--- config.mk ---
export PLATFORM = sky130hd
export DESIGN_NAME = sr_cmd_sequencer_flat
export DESIGN_NICKNAME = d
export VERILOG_FILES = /design/src/rtl/sr_cmd_sequencer_if.sv /design/src/rtl/sr_cmd_sequencer.sv /design/src/flat_wrapper.sv
export SDC_FILE = /design/constraint.sdc
export NUM_CORES = 1
export LEC_CHECK = 0
export CAP_MARGIN = 10
export CORE_ASPECT_RATIO = 1.5
export CORE_MARGIN = 2
export CORE_UTILIZATION = 49
export CTS_CLUSTER_SIZE = 40
export DETAILED_ROUTE_END_ITERATION = 10
export PLACE_DENSITY_LB_ADDON = 0.15
export SYNTH_ARGS = -nofsm -noshare
export SYNTH_HDL_FRONTEND = slang
export SYNTH_SLANG_ARGS = --single-unit
--- constraint.sdc ---
create_clock -name clk -period 2.95 [get_ports clk]
set_clock_uncertainty 0.1 [all_clocks]
set_input_delay 0.59 -clock clk [delete_from_list [all_inputs] [get_ports clk]]
set_output_delay 0.59 -clock clk [all_outputs]
set_load 0.03 [all_outputs]
--- src/rtl/sr_cmd_sequencer_if.sv ---
// Command and response handshake bundle between the command decoder (master)
// and the shift-register command sequencer (slave).
interface sr_cmd_sequencer_if #(
    parameter int WIDTH = 8,
    parameter int CNT_W = 4
) ();
    logic             cmd_valid;
    logic             cmd_ready;
    logic [1:0]       cmd_op;
    logic [WIDTH-1:0] cmd_data;
    logic [CNT_W-1:0] cmd_count;
    logic             rsp_valid;
    logic             rsp_ready;
    logic [WIDTH-1:0] rsp_data;

    modport master (
        output cmd_valid, cmd_op, cmd_data, cmd_count, rsp_ready,
        input  cmd_ready, rsp_valid, rsp_data
    );

    modport slave (
        input  cmd_valid, cmd_op, cmd_data, cmd_count, rsp_ready,
        output cmd_ready, rsp_valid, rsp_data
    );
endinterface

--- src/rtl/sr_cmd_sequencer.sv ---
// Sequences serial-load / rotate / read commands onto a shared shift register
// and returns its parallel contents on a valid/ready response channel.
//
// state     | meaning
// S_IDLE    | ready for a command
// S_LOAD    | sr_load high, one cmd_data bit per cycle, MSB first
// S_ROT     | sr_shift high for cmd_count cycles, sr_dir held
// S_CAPTURE | controls idle for one cycle, then sample sr_data_out
// S_RESP    | response held until rsp_ready
module sr_cmd_sequencer #(
    parameter int WIDTH = 8,
    parameter int CNT_W = 4
) (
    input  logic                 clk,
    input  logic                 rst_n,
    input  logic                 flush,
    sr_cmd_sequencer_if.slave    bus,
    output logic                 sr_load,
    output logic                 sr_shift,
    output logic                 sr_dir,
    output logic                 sr_data_in,
    input  logic [WIDTH-1:0]     sr_data_out,
    output logic                 busy
);
    localparam int CW = (CNT_W > $clog2(WIDTH) + 1) ? CNT_W : $clog2(WIDTH) + 1;

    localparam logic [1:0] OP_READ = 2'b00;
    localparam logic [1:0] OP_LOAD = 2'b01;

    typedef enum logic [2:0] {
        S_IDLE,
        S_LOAD,
        S_ROT,
        S_CAPTURE,
        S_RESP
    } state_t;

    state_t           state_q, state_d;
    logic [CW-1:0]    cnt_q, cnt_d;
    logic [WIDTH-1:0] shreg_q, shreg_d;
    logic             sr_load_q, sr_load_d;
    logic             sr_shift_q, sr_shift_d;
    logic             sr_dir_q, sr_dir_d;
    logic             sr_data_in_q, sr_data_in_d;
    logic             rsp_valid_q, rsp_valid_d;
    logic [WIDTH-1:0] rsp_data_q, rsp_data_d;
    logic             cmd_ready_q, cmd_ready_d;
    logic             busy_q, busy_d;

    always_comb begin
        state_d      = state_q;
        cnt_d        = cnt_q;
        shreg_d      = shreg_q;
        sr_load_d    = sr_load_q;
        sr_shift_d   = sr_shift_q;
        sr_dir_d     = sr_dir_q;
        sr_data_in_d = sr_data_in_q;
        rsp_valid_d  = rsp_valid_q;
        rsp_data_d   = rsp_data_q;
        cmd_ready_d  = cmd_ready_q;
        busy_d       = busy_q;

        if (flush) begin
            // abort leaves the shift register partially updated on purpose
            state_d      = S_IDLE;
            sr_load_d    = 1'b0;
            sr_shift_d   = 1'b0;
            sr_dir_d     = 1'b0;
            sr_data_in_d = 1'b0;
            rsp_valid_d  = 1'b0;
            cmd_ready_d  = 1'b1;
            busy_d       = 1'b0;
        end else begin
            case (state_q)
                S_IDLE: begin
                    if (bus.cmd_valid && cmd_ready_q) begin
                        cmd_ready_d = 1'b0;
                        busy_d      = 1'b1;
                        if (bus.cmd_op == OP_READ) begin
                            state_d = S_CAPTURE;
                        end else if (bus.cmd_op == OP_LOAD) begin
                            state_d      = S_LOAD;
                            sr_load_d    = 1'b1;
                            sr_data_in_d = bus.cmd_data[WIDTH-1];
                            shreg_d      = {bus.cmd_data[WIDTH-2:0], 1'b0};
                            cnt_d        = CW'(WIDTH - 1);
                        end else if (bus.cmd_count == '0) begin
                            state_d = S_CAPTURE;
                        end else begin
                            state_d    = S_ROT;
                            sr_shift_d = 1'b1;
                            sr_dir_d   = bus.cmd_op[0];
                            cnt_d      = CW'(bus.cmd_count) - CW'(1);
                        end
                    end
                end
                S_LOAD: begin
                    if (cnt_q == '0) begin
                        state_d      = S_CAPTURE;
                        sr_load_d    = 1'b0;
                        sr_data_in_d = 1'b0;
                    end else begin
                        sr_data_in_d = shreg_q[WIDTH-1];
                        shreg_d      = {shreg_q[WIDTH-2:0], 1'b0};
                        cnt_d        = cnt_q - CW'(1);
                    end
                end
                S_ROT: begin
                    if (cnt_q == '0) begin
                        state_d    = S_CAPTURE;
                        sr_shift_d = 1'b0;
                        sr_dir_d   = 1'b0;
                    end else begin
                        cnt_d = cnt_q - CW'(1);
                    end
                end
                S_CAPTURE: begin
                    rsp_data_d  = sr_data_out;
                    rsp_valid_d = 1'b1;
                    state_d     = S_RESP;
                end
                S_RESP: begin
                    if (bus.rsp_ready) begin
                        rsp_valid_d = 1'b0;
                        state_d     = S_IDLE;
                        cmd_ready_d = 1'b1;
                        busy_d      = 1'b0;
                    end
                end
                default: begin
                    state_d      = S_IDLE;
                    sr_load_d    = 1'b0;
                    sr_shift_d   = 1'b0;
                    sr_dir_d     = 1'b0;
                    sr_data_in_d = 1'b0;
                    rsp_valid_d  = 1'b0;
                    cmd_ready_d  = 1'b1;
                    busy_d       = 1'b0;
                end
            endcase
        end
    end

    always_ff @(posedge clk or negedge rst_n) begin
        if (!rst_n) begin
            state_q      <= S_IDLE;
            cnt_q        <= '0;
            shreg_q      <= '0;
            sr_load_q    <= 1'b0;
            sr_shift_q   <= 1'b0;
            sr_dir_q     <= 1'b0;
            sr_data_in_q <= 1'b0;
            rsp_valid_q  <= 1'b0;
            rsp_data_q   <= '0;
            cmd_ready_q  <= 1'b1;
            busy_q       <= 1'b0;
        end else begin
            state_q      <= state_d;
            cnt_q        <= cnt_d;
            shreg_q      <= shreg_d;
            sr_load_q    <= sr_load_d;
            sr_shift_q   <= sr_shift_d;
            sr_dir_q     <= sr_dir_d;
            sr_data_in_q <= sr_data_in_d;
            rsp_valid_q  <= rsp_valid_d;
            rsp_data_q   <= rsp_data_d;
            cmd_ready_q  <= cmd_ready_d;
            busy_q       <= busy_d;
        end
    end

    assign sr_load       = sr_load_q;
    assign sr_shift      = sr_shift_q;
    assign sr_dir        = sr_dir_q;
    assign sr_data_in    = sr_data_in_q;
    assign busy          = busy_q;
    assign bus.cmd_ready = cmd_ready_q;
    assign bus.rsp_valid = rsp_valid_q;
    assign bus.rsp_data  = rsp_data_q;
endmodule

--- src/flat_wrapper.sv ---
// flat-port wrapper written by rule: the top's interface ports become plain ports
module sr_cmd_sequencer_flat 
#(
    parameter int WIDTH = 8,
    parameter int CNT_W = 4
)
  (clk, rst_n, flush, sr_load, sr_shift, sr_dir, sr_data_in, sr_data_out, busy, bus_cmd_valid, bus_cmd_op, bus_cmd_data, bus_cmd_count, bus_rsp_ready, bus_cmd_ready, bus_rsp_valid, bus_rsp_data);
  sr_cmd_sequencer_if #(.WIDTH(WIDTH), .CNT_W(CNT_W)) bus_i ();
  input  logic clk;
  input  logic rst_n;
  input  logic flush;
  output logic sr_load;
  output logic sr_shift;
  output logic sr_dir;
  output logic sr_data_in;
  input  logic [WIDTH-1:0] sr_data_out;
  output logic busy;
  input wire logic [$bits(bus_i.cmd_valid)-1:0] bus_cmd_valid;
  input wire logic [$bits(bus_i.cmd_op)-1:0] bus_cmd_op;
  input wire logic [$bits(bus_i.cmd_data)-1:0] bus_cmd_data;
  input wire logic [$bits(bus_i.cmd_count)-1:0] bus_cmd_count;
  input wire logic [$bits(bus_i.rsp_ready)-1:0] bus_rsp_ready;
  output wire logic [$bits(bus_i.cmd_ready)-1:0] bus_cmd_ready;
  output wire logic [$bits(bus_i.rsp_valid)-1:0] bus_rsp_valid;
  output wire logic [$bits(bus_i.rsp_data)-1:0] bus_rsp_data;
  assign bus_i.cmd_valid = bus_cmd_valid;
  assign bus_i.cmd_op = bus_cmd_op;
  assign bus_i.cmd_data = bus_cmd_data;
  assign bus_i.cmd_count = bus_cmd_count;
  assign bus_i.rsp_ready = bus_rsp_ready;
  assign bus_cmd_ready = bus_i.cmd_ready;
  assign bus_rsp_valid = bus_i.rsp_valid;
  assign bus_rsp_data = bus_i.rsp_data;
  sr_cmd_sequencer #(.WIDTH(WIDTH), .CNT_W(CNT_W)) u_core (.clk(clk), .rst_n(rst_n), .flush(flush), .bus(bus_i), .sr_load(sr_load), .sr_shift(sr_shift), .sr_dir(sr_dir), .sr_data_in(sr_data_in), .sr_data_out(sr_data_out), .busy(busy));
endmodule
# Word level (Yosys, flattened, before mapping)
# Index checks and enable logic that the tools add are counted.
[word_totals] ramBits=0 regBits=30 in_bits=27 latchBits=0 mem_count=0 rom_bits=0 out_inout_bits=15
[op_classes] mux=53 n_reduce_logical=21 div_mod_pow=0 eq_ne=24 shift=0 magnitude_cmp=0 bitwise=1 n_addsub=2 mul=0
[op_table] cell="$mux W8" count=4
[op_table] cell="$mux W1" count=28
[op_table] cell="$pmux W1 S3" count=7
[op_table] cell="$mux W4" count=5
[op_table] cell="$mux W3" count=6
[op_table] cell="$reduce_and A6 Y1" count=3
[op_table] cell="$pmux W8 S2" count=1
[op_table] cell="$ne A3 B2 Y1 const B" count=5
[op_table] cell="$ne A2 B1 Y1 const B" count=6
[op_table] cell="$ne A3 B3 Y1 const B" count=4
[op_table] cell="$pmux W3 S4" count=1
[op_table] cell="$reduce_or A3 Y1" count=4
[op_table] cell="$logic_not A4 Y1" count=2
[op_table] cell="$pmux W4 S2" count=1
[op_table] cell="$sub A4 B1 Y4 const B" count=2
[op_table] cell="$eq A3 B2 Y1 const B" count=2
[op_table] cell="$ne A2 B2 Y1 const B" count=3
[op_table] cell="$reduce_and A3 Y1" count=2
[op_table] cell="$reduce_and A5 Y1" count=1
[op_table] cell="$reduce_and A2 Y1" count=2
[op_table] cell="$reduce_and A4 Y1" count=1
[op_table] cell="$reduce_bool A2 Y1" count=2
[op_table] cell="$eq A3 B1 Y1 const B" count=1
[op_table] cell="$eq A3 B3 Y1 const B" count=1
[op_table] cell="7 further kinds" count=7

# Logic depth before layout (Yosys ltp)
# Gate-level depths: netlist of the first run.
[logic_depth] depth_word=7 depth_mapped=6 ltp_nobuf=6

# Worst setup path after synthesis of the first run
# OpenSTA, ideal clock, no wires.
[synth_path] kind="input to register" from="input port bus_cmd_count[0]" to="register u_core.cnt_q[1]" setup_ps=125 required_time_ps=2725 arrival_time_ps=2099 path_slack_ps=626 cell_stages=6 path_cell_list="inv_1 > ha_1 > or3b_4 > a2111oi_4 > or3_4 > mux2_4"
[synth_via] elab_chain_cells=6 word_cells_on_any_way=9
[synth_lines] element="from (decl)" line="flat_wrapper.sv:21" text="input wire logic [$bits(bus_i.cmd_count)-1:0] bus_cmd_count;"
[synth_lines] element="$sub A4 B1 Y4" line="sr_cmd_sequencer.sv:93" text="cnt_d = CW'(bus.cmd_count) - CW'(1);"
[synth_lines] element="$mux W4" line="sr_cmd_sequencer.sv:87" text="end else if (bus.cmd_count == '0) begin"
[synth_lines] element="$mux W4" line="sr_cmd_sequencer.sv:81" text="end else if (bus.cmd_op == OP_LOAD) begin"
[synth_lines] element="$mux W4" line="sr_cmd_sequencer.sv:79" text="if (bus.cmd_op == OP_READ) begin"
[synth_lines] element="$mux W4" line="sr_cmd_sequencer.sv:76" text="if (bus.cmd_valid && cmd_ready_q) begin"
[synth_lines] element="$pmux W4 S2" line="sr_cmd_sequencer.sv:74" text="case (state_q)"
[synth_lines] element="to (signal assigned)" line="sr_cmd_sequencer.sv:159" text="cnt_q <= cnt_d;"
[synth_lines] element="to (decl)" line="sr_cmd_sequencer.sv:39" text="logic [CW-1:0] cnt_q, cnt_d;"
# Several ways; a longest one is shown, not always the timed one. The select of a mux whose other input is x is not followed.
# A chain may end at the register's enable or synchronous reset.

# Worst setup path in the final report of the first run
# Ends and elaborated chain as after synthesis.

==> results of run 1 <==
-- cells in the final DEF (no fill, tap or decap), types with 2 or more instances in the layout --
master and count:
inv_1 6, nand2b_1 4, nand2_1 4, a2111oi_0 2, or3b_4 2, clkdlybuf4s50_1 41
o21bai_1 3, dfrtp_1 28, o22ai_1 2, ha_1 2, buf_4 4, nor4_1 3
nor3_1 9, nor4b_1 2, clkbuf_8 6, and2_1 2, a21oi_1 12, o21ai_0 2
nor2_1 12, mux2_2 22, nand3_1 2, xor2_1 2, nor2b_1 3, a31oi_1 2
nor3b_1 2
-- cell usage after synthesis, drive strengths merged, types with 2 or more instances --
| master | count | area [um2] |
|---|---|---|
| a2111oi | 3 | 45.1 |
| a21oi | 12 | 60.1 |
| a31oi | 2 | 12.5 |
| and2 | 2 | 12.5 |
| buf | 3 | 20.0 |
| clkbuf | 3 | 11.3 |
| dfrtp | 28 | 701 |
| ha | 2 | 25.0 |
| inv | 6 | 22.5 |
| mux2 | 23 | 263 |
| nand2 | 4 | 15.0 |
| nand2b | 4 | 25.0 |
| nand3 | 2 | 10.0 |
| nor2 | 12 | 45.0 |
| nor2b | 3 | 18.8 |
| nor3 | 10 | 55.1 |
| nor3b | 2 | 15.0 |
| nor4 | 3 | 18.8 |
| nor4b | 2 | 17.5 |
| o21ai | 3 | 18.8 |
| o21bai | 3 | 22.5 |
| o22ai | 2 | 12.5 |
| or2 | 2 | 12.5 |
| or3 | 2 | 17.5 |
| or3b | 2 | 22.5 |
| xor2 | 2 | 17.5 |
-- routing by layer --
layer  track usage  share of wire  up-vias
met5             0              0        -
met4         0.135          0.040        0
met3        0.0608          0.040       13
met2         0.404           0.54       30
met1         0.229           0.38      687
li1              -              -      679
-- logic make-up (layout without fill, tap and decap cells) --
kind of cell | count (synthesis) | after routing | share of synthesized area
simple gates | 54 | 54 | 0.188
compound gates | 34 | 34 | 0.159
flops | 29 | 29 | 0.431
mux | 23 | 23 | 0.156
buf+inv | 12 | 59 | 0.0319
xor+xnor | 3 | 3 | 0.0200
fa+ha+maj | 2 | 2 | 0.0148
-- metrics by stage --
| step | setup slack [ns] | std cells |
|---|---|---|
| detailed placement | 0.131 | 238 |
| CTS | 0.435 | 246 |
| floorplan | 0.626 | 157 |
| finish | 0.449 | 246 |
| global route | 0.370 | 246 |
| global placement | 0.165 | 238 |
-- flip-flops by register name, summed over array words and instances (netlist names) --
name and cells:
u_core.bus.rsp_data 8, u_core.shreg_q 7, u_core.cnt_q 4, u_core.state_q 3
u_core.bus.cmd_ready 1, u_core.bus.rsp_valid 1, u_core.busy 1, u_core.sr_data_in 1
u_core.sr_dir 1, u_core.sr_load 1, u_core.sr_shift 1
-- how the worst min path moves through the flow --
stage	slack, ns	endpoint
2_1_floorplan	0.19	u_core.bus.rsp_data[0]
3_3_place_gp	0.38	u_core.shreg_q[1]
3_5_place_dp	0.38	u_core.sr_load
4_1_cts	0.40	u_core.sr_load
5_1_grt	0.43	u_core.shreg_q[3]
6_report	0.40	u_core.shreg_q[4]
-- worst reg2reg max path, stage by stage (launching register included) --
cell,delay [ns]
dfrtp_1,0.41
inv_1,0.07
ha_1,0.22
or3b_4,0.44
and2_1,0.18
o21ai_2,0.34
mux2_2,0.38
-- cell type report --
class                      instances  share of cell area
tap                               42              0.0232
clock buffer                       7              0.0381
sequential                        29               0.321
timing repair buffer              45               0.194
inverter                           6             0.00994
multi-input combinational        116               0.400
clock inverter                     1              0.0133
-- power groups by stage --
stage / Sequential (mW) / Clock (mW) / Combinational, mW
3_3_place_gp: 0.688 / 0 / 0.906
2_1_floorplan: 0.801 / 0 / 0.511
5_1_grt: 0.717 / 0.454 / 0.993
4_1_cts: 0.692 / 0.442 / 0.929
6_report: 0.691 / 0.434 / 0.919
3_5_place_dp: 0.699 / 0 / 0.925
==> summary.txt, run 1 <==
Run status
  • Outcome: complete, no violations

Placement
  • Post-DP HPWL: around 3000 um
  • I/O Buffers: ~40
  • Placer congestion estimate: approximately 0.87
  • Post-place instance area: ~2100 um2

STA
  • RSZ-0062 raised after global routing: no
  • Final period util: 0.848
  • Slew HR: 0.604
  • Worst hold slack: approximately 0.4 ns
  • Fin crit period: ~2.5 ns
  • Final Hold Vio Count: 0
  • Final setup viols: 0
  • Worst-Margin Slew: slightly below 0.6 ns
  • Max Fclk: 400 MHz
  • Slew Limit Fails: 0
  • TNS Setup: 0 ns

Cells and area
  • Fin util: 0.676
  • ANT cells: 0
  • Layout fillers: roughly 290
  • Layout cells sized above 1: 0.221
  • Storage cell area: 727 um2
  • Final #Nets: 232
  • Layout area overhead: 34.2%
  • Post-route cell area: roughly 2300 um2
  • Area of the multi-input gates: approximately 910 um2

Die
  • Die area: 3940 um2
  • Std-Cell Core Area: approximately 3400 um2
  • DIE WIDTH: 51.9 um
  • Starting Density: 0.504
  • Cell Rows: 26
  • IO Pins: 42
  • Die Y-Extent: ~76 um

Worst setup path
  • Critical path class: primary input to flop
  • Crit start category: primary input
  • Top delay family on crit path: simple AND/OR/NAND/NOR gates
  • Worst path cell trace: clkdlybuf4s50_1 > inv_1 > ha_1 > or3b_4 > a2111oi_4 > or3_4 > mux2_4
  • Worst EP arrival: around 2.6 ns
  • Worst r2r src: u_core.cnt_q[0]
  • Worst Path Buf+Inv: 2
  • CP Data Required Time: 3.02 ns
  • Cell count along the critical path: 7
  • Slowest Stage Delay on Critical Path: ~0.44 ns
  • Worst Setup End Kind: flop
  • Worst reg2reg path endpoint: u_core.shreg_q[3]
  • Critical Path Source: bus_cmd_count[0]
  • CP max FO: 4
  • Reg2reg setup slack: about 0.67 ns
  • Critical-path top delay cell: clkdlybuf4s50_1
  • Last element of the critical path: u_core.cnt_q[1]
  • Reg2Reg Depth: 6

Flow run
  • Max-Cap Viols: 0

Drt
  • Final wirelength: approximately 4000 um
  • DRC: 0
  • Vias: approximately 1400
  • Drt initial violations: 25
  • DRT Pass-1 Iters: 2
  • Drt wl/cell: between 15 and 20 um
  • ANT nets after route: 0
  • DR vias/cell: between 5 and 6

Synth
  • Post-synthesis async set-or-reset flop share: 1.00
  • Mean Syn Cell Area: about 11 um2
  • Post-Synthesis Cell Area: 1690 um2
  • Yosys warning total: 0
  • Most used DFF post-synth: dfrtp_1
  • Count of flip-flops with a built-in enable after synthesis: 0
  • Number of distinct library cells after synthesis: just under 50
  • Flops & latches, synth: 29
  • Register area share after synthesis: 0.431
  • Mapped Cells: approximately 160
  • Mapped Nets: between 150 and 200

Clocking
  • Clk pin slew, worst setup/hold paths: around 0.070 ns
  • Worst skew pair latency: 0.28 ns
  • Max clock buf depth: 2
  • Clock sinks: 29
  • Post-CTS setup buffers: 0
  • CTS buffer count: 5
  • CTS root buf: clkbuf_8
  • Post-CTS resize count: 0
  • TritonCTS clock tree: yes
  • Cts hold-fix bufs: 0
  • H-tree depth: 2

Global routing
  • Gr ovfl total: 0
  • First-pass GRT wire length: around 6500 um
  • GRT Total Usage: 0.225
  • Vias in the first global route: 1464
  • Initial antenna violation count: 0
  • Largest net degree at the start of global routing: 30

Power
  • Design Power: 2.04 mW
  • Clock power frac: 0.212
  • Comb pwr share: 0.450
  • Internal: around 1.3 mW
  • P_sw: between 0.7 and 0.8 mW
  • Share of power burned in registers: 0.338
  • Highest ir drop seen on vdd: roughly 0.58 mV
  • P per Cell Area: roughly 900 nW/um2
  • Sw Share: 0.371
  • Pleak: 0.935 nW

Worst hold path
  • Hold WC Path Type: flop to flop
  • Cells on Worst Hold Path: 1
  • HP Start: u_core.shreg_q[4]
Power figures use the tool's default switching activity.
==> run 2: changes to the inputs <==
- clock period: 2.95 -> 2.4 ns (I/O delays scaled with it)
==> run 2 against run 1 <==
Highest routed layer unchanged. Cell area up 5.3%. Cell count increased by 7.7%. Register-to-register slack worse by 0.45 ns. Combinational power rose by 36%. Setup slack got worse by 0.34 ns. Power is 21% higher. Die area unchanged. Worst hold slack got worse by 0.0032 ns. Flip-flop and latch count unchanged. Global-route usage is 1.6 points higher.
==> summary.txt, run 2 (synthesis results as in run 1) <==
Power
  • Design Power: roughly 2.5 mW
  • Pleak: 1.02 nW
  • P per Cell Area: ~1000 nW/um2
  • Highest ir drop seen on vdd: around 0.73 mV

Die
  • Die Y-Extent: 75.9 um
  • Std-Cell Core Area: ~3400 um2
  • DIE WIDTH: between 50 and 60 um
  • Starting Density: 0.504
  • Cell Rows: 26
  • IO Pins: 42
  • Die area: about 4000 um2

Cells and area
  • Max reg flops: 8
  • Layout cells sized above 1: 0.287
  • Layout area overhead: 41.4%
  • Final #Nets: ~250
  • ANT cells: 0
  • Commonest non-fill, non-tap cell in the layout: clkdlybuf4s50_1
  • Commonest cells after routing, fill and taps aside: 41 x clkdlybuf4s50_1, 28 x dfrtp_1, 24 x buf_4

Clocking
  • TritonCTS clock tree: yes
  • Clock sinks: 29
  • Clk pin slew, worst setup/hold paths: ~0.060 ns
  • CTS buffer count: 5
  • Max clock buf depth: 2
  • Post-CTS resize count: 0
  • Cts hold-fix bufs: 0
  • Worst skew pair latency: 0.28 ns
  • CTS root buf: clkbuf_8
  • H-tree depth: 2

Global routing
  • Largest net degree at the start of global routing: 30
  • Initial antenna violation count: 0
  • Vias in the first global route: about 1500
  • GRT Total Usage: 0.241
  • Gr ovfl total: 0
  • First-pass GRT wire length: ~7000 um

Drt
  • Vias: 1481
  • DRC: 0
  • ANT nets after route: 0
  • DR vias/cell: 5.59
  • Drt wl/cell: 15.5 um
  • Final wirelength: about 4000 um
  • Drt initial violations: 38
  • DRT Pass-1 Iters: 4

STA
  • TNS Setup: 0 ns
  • Slew HR: 0.753
  • Final setup viols: 0
  • Worst setup margin: between 0.1 and 0.15 ns
  • Slew Limit Fails: 0
  • Final period util: 0.954
  • Fin crit period: 2.29 ns
  • Final Hold Vio Count: 0
  • RSZ-0062 raised after global routing: no
  • Worst-Margin Slew: about 0.36 ns
  • Max Fclk: between 400 and 500 MHz

Worst setup path
  • Critical Path Source: bus_cmd_count[1]
  • Worst r2r src: u_core.cnt_q[0]
  • Crit start category: primary input
  • CP max FO: 4
  • Worst EP arrival: 2.35 ns
  • Worst reg2reg path endpoint: u_core.shreg_q[3]
  • Last element of the critical path: u_core.cnt_q[0]
  • Worst Setup End Kind: flop
  • CP Data Required Time: roughly 2.5 ns
  • Critical path class: primary input to flop
  • Reg2reg setup slack: around 0.22 ns
  • Reg2Reg Depth: 7

Placement
  • I/O Buffers: 41
  • Pre-CTS setup slack: -0.237 ns
  • Placer congestion estimate: between 0.8 and 0.9
  • Post-DP HPWL: 3130 um

Flow run
  • Max-Cap Viols: 0

Worst hold path
  • Hold WC Path Type: flop to flop

Run status
  • Outcome: complete, no violations
==> run 2: changes by cell type in the layout (fill, tap and decap cells not counted), sizes merged <==
cell    change
bufinv      -1
buf        +20
==> run 2: stage by stage <==
step | instances | util | cell area [um2] | hold WS [ns]
after global routing | 265 | 0.712 | 2390 | 0.423
after floorplan | 157 | - | 1690 | 0.0844
final | 265 | 0.712 | 2390 | 0.397
after CTS | 264 | 0.710 | 2380 | 0.400
after detailed placement | 257 | 0.684 | 2290 | 0.383
after global placement | 257 | 0.684 | 2290 | 0.381
==> run 2: how the worst min path moves through the flow <==
| stage | start | endpoint | slack, ns | depth (start not counted) |
|---|---|---|---|---|
| final | u_core.sr_load | u_core.sr_load | 0.40 | 1 |
| after global routing | u_core.sr_load | u_core.sr_load | 0.42 | 1 |
| after CTS | u_core.sr_load | u_core.sr_load | 0.40 | 1 |
| after detailed placement | u_core.sr_load | u_core.sr_load | 0.38 | 1 |
| after global placement | u_core.sr_load | u_core.sr_load | 0.38 | 1 |
| after floorplan | rst_n | u_core.bus.rsp_data[0] | 0.08 | 0 |
==> run 2: what timing repair did <==
item	in CTS	in global routing
setup buffers	0	1
hold endpoints to repair	0	0
setup endpoints to repair	0	1
==> run 2: power breakdown <==
group / internal [mW] / leakage (nW) / switching, mW
Clock: 0.227 / 0.0443 / 0.174
Combinational: 0.619 / 0.611 / 0.635
Sequential: 0.688 / 0.362 / 0.128
==> run 2: area by class of cell <==
type	instances	area, um2
Sequential cell	29	727
Multi-Input combinational cell	116	907
Timing Repair Buffer	65	591
Inverter	6	22.5
Tap cell	42	52.6
Clock buffer	7	86.3
Fill cell	258	965
==> run 2: metal layers <==
metal | wire, um | track usage
met5 | 0 | 0
met2 | 2360 | 0.436
met4 | 128 | 0.126
met3 | 174 | 0.0510
met1 | 1460 | 0.259
==> run 2: critical path: stages <==
cell,delay [ns]
clkdlybuf4s50_1,0.42
inv_1,0.06
ha_1,0.15
or3b_4,0.40
a2111oi_4,0.32
buf_4,0.19
nor4b_1,0.05
a211o_1,0.27
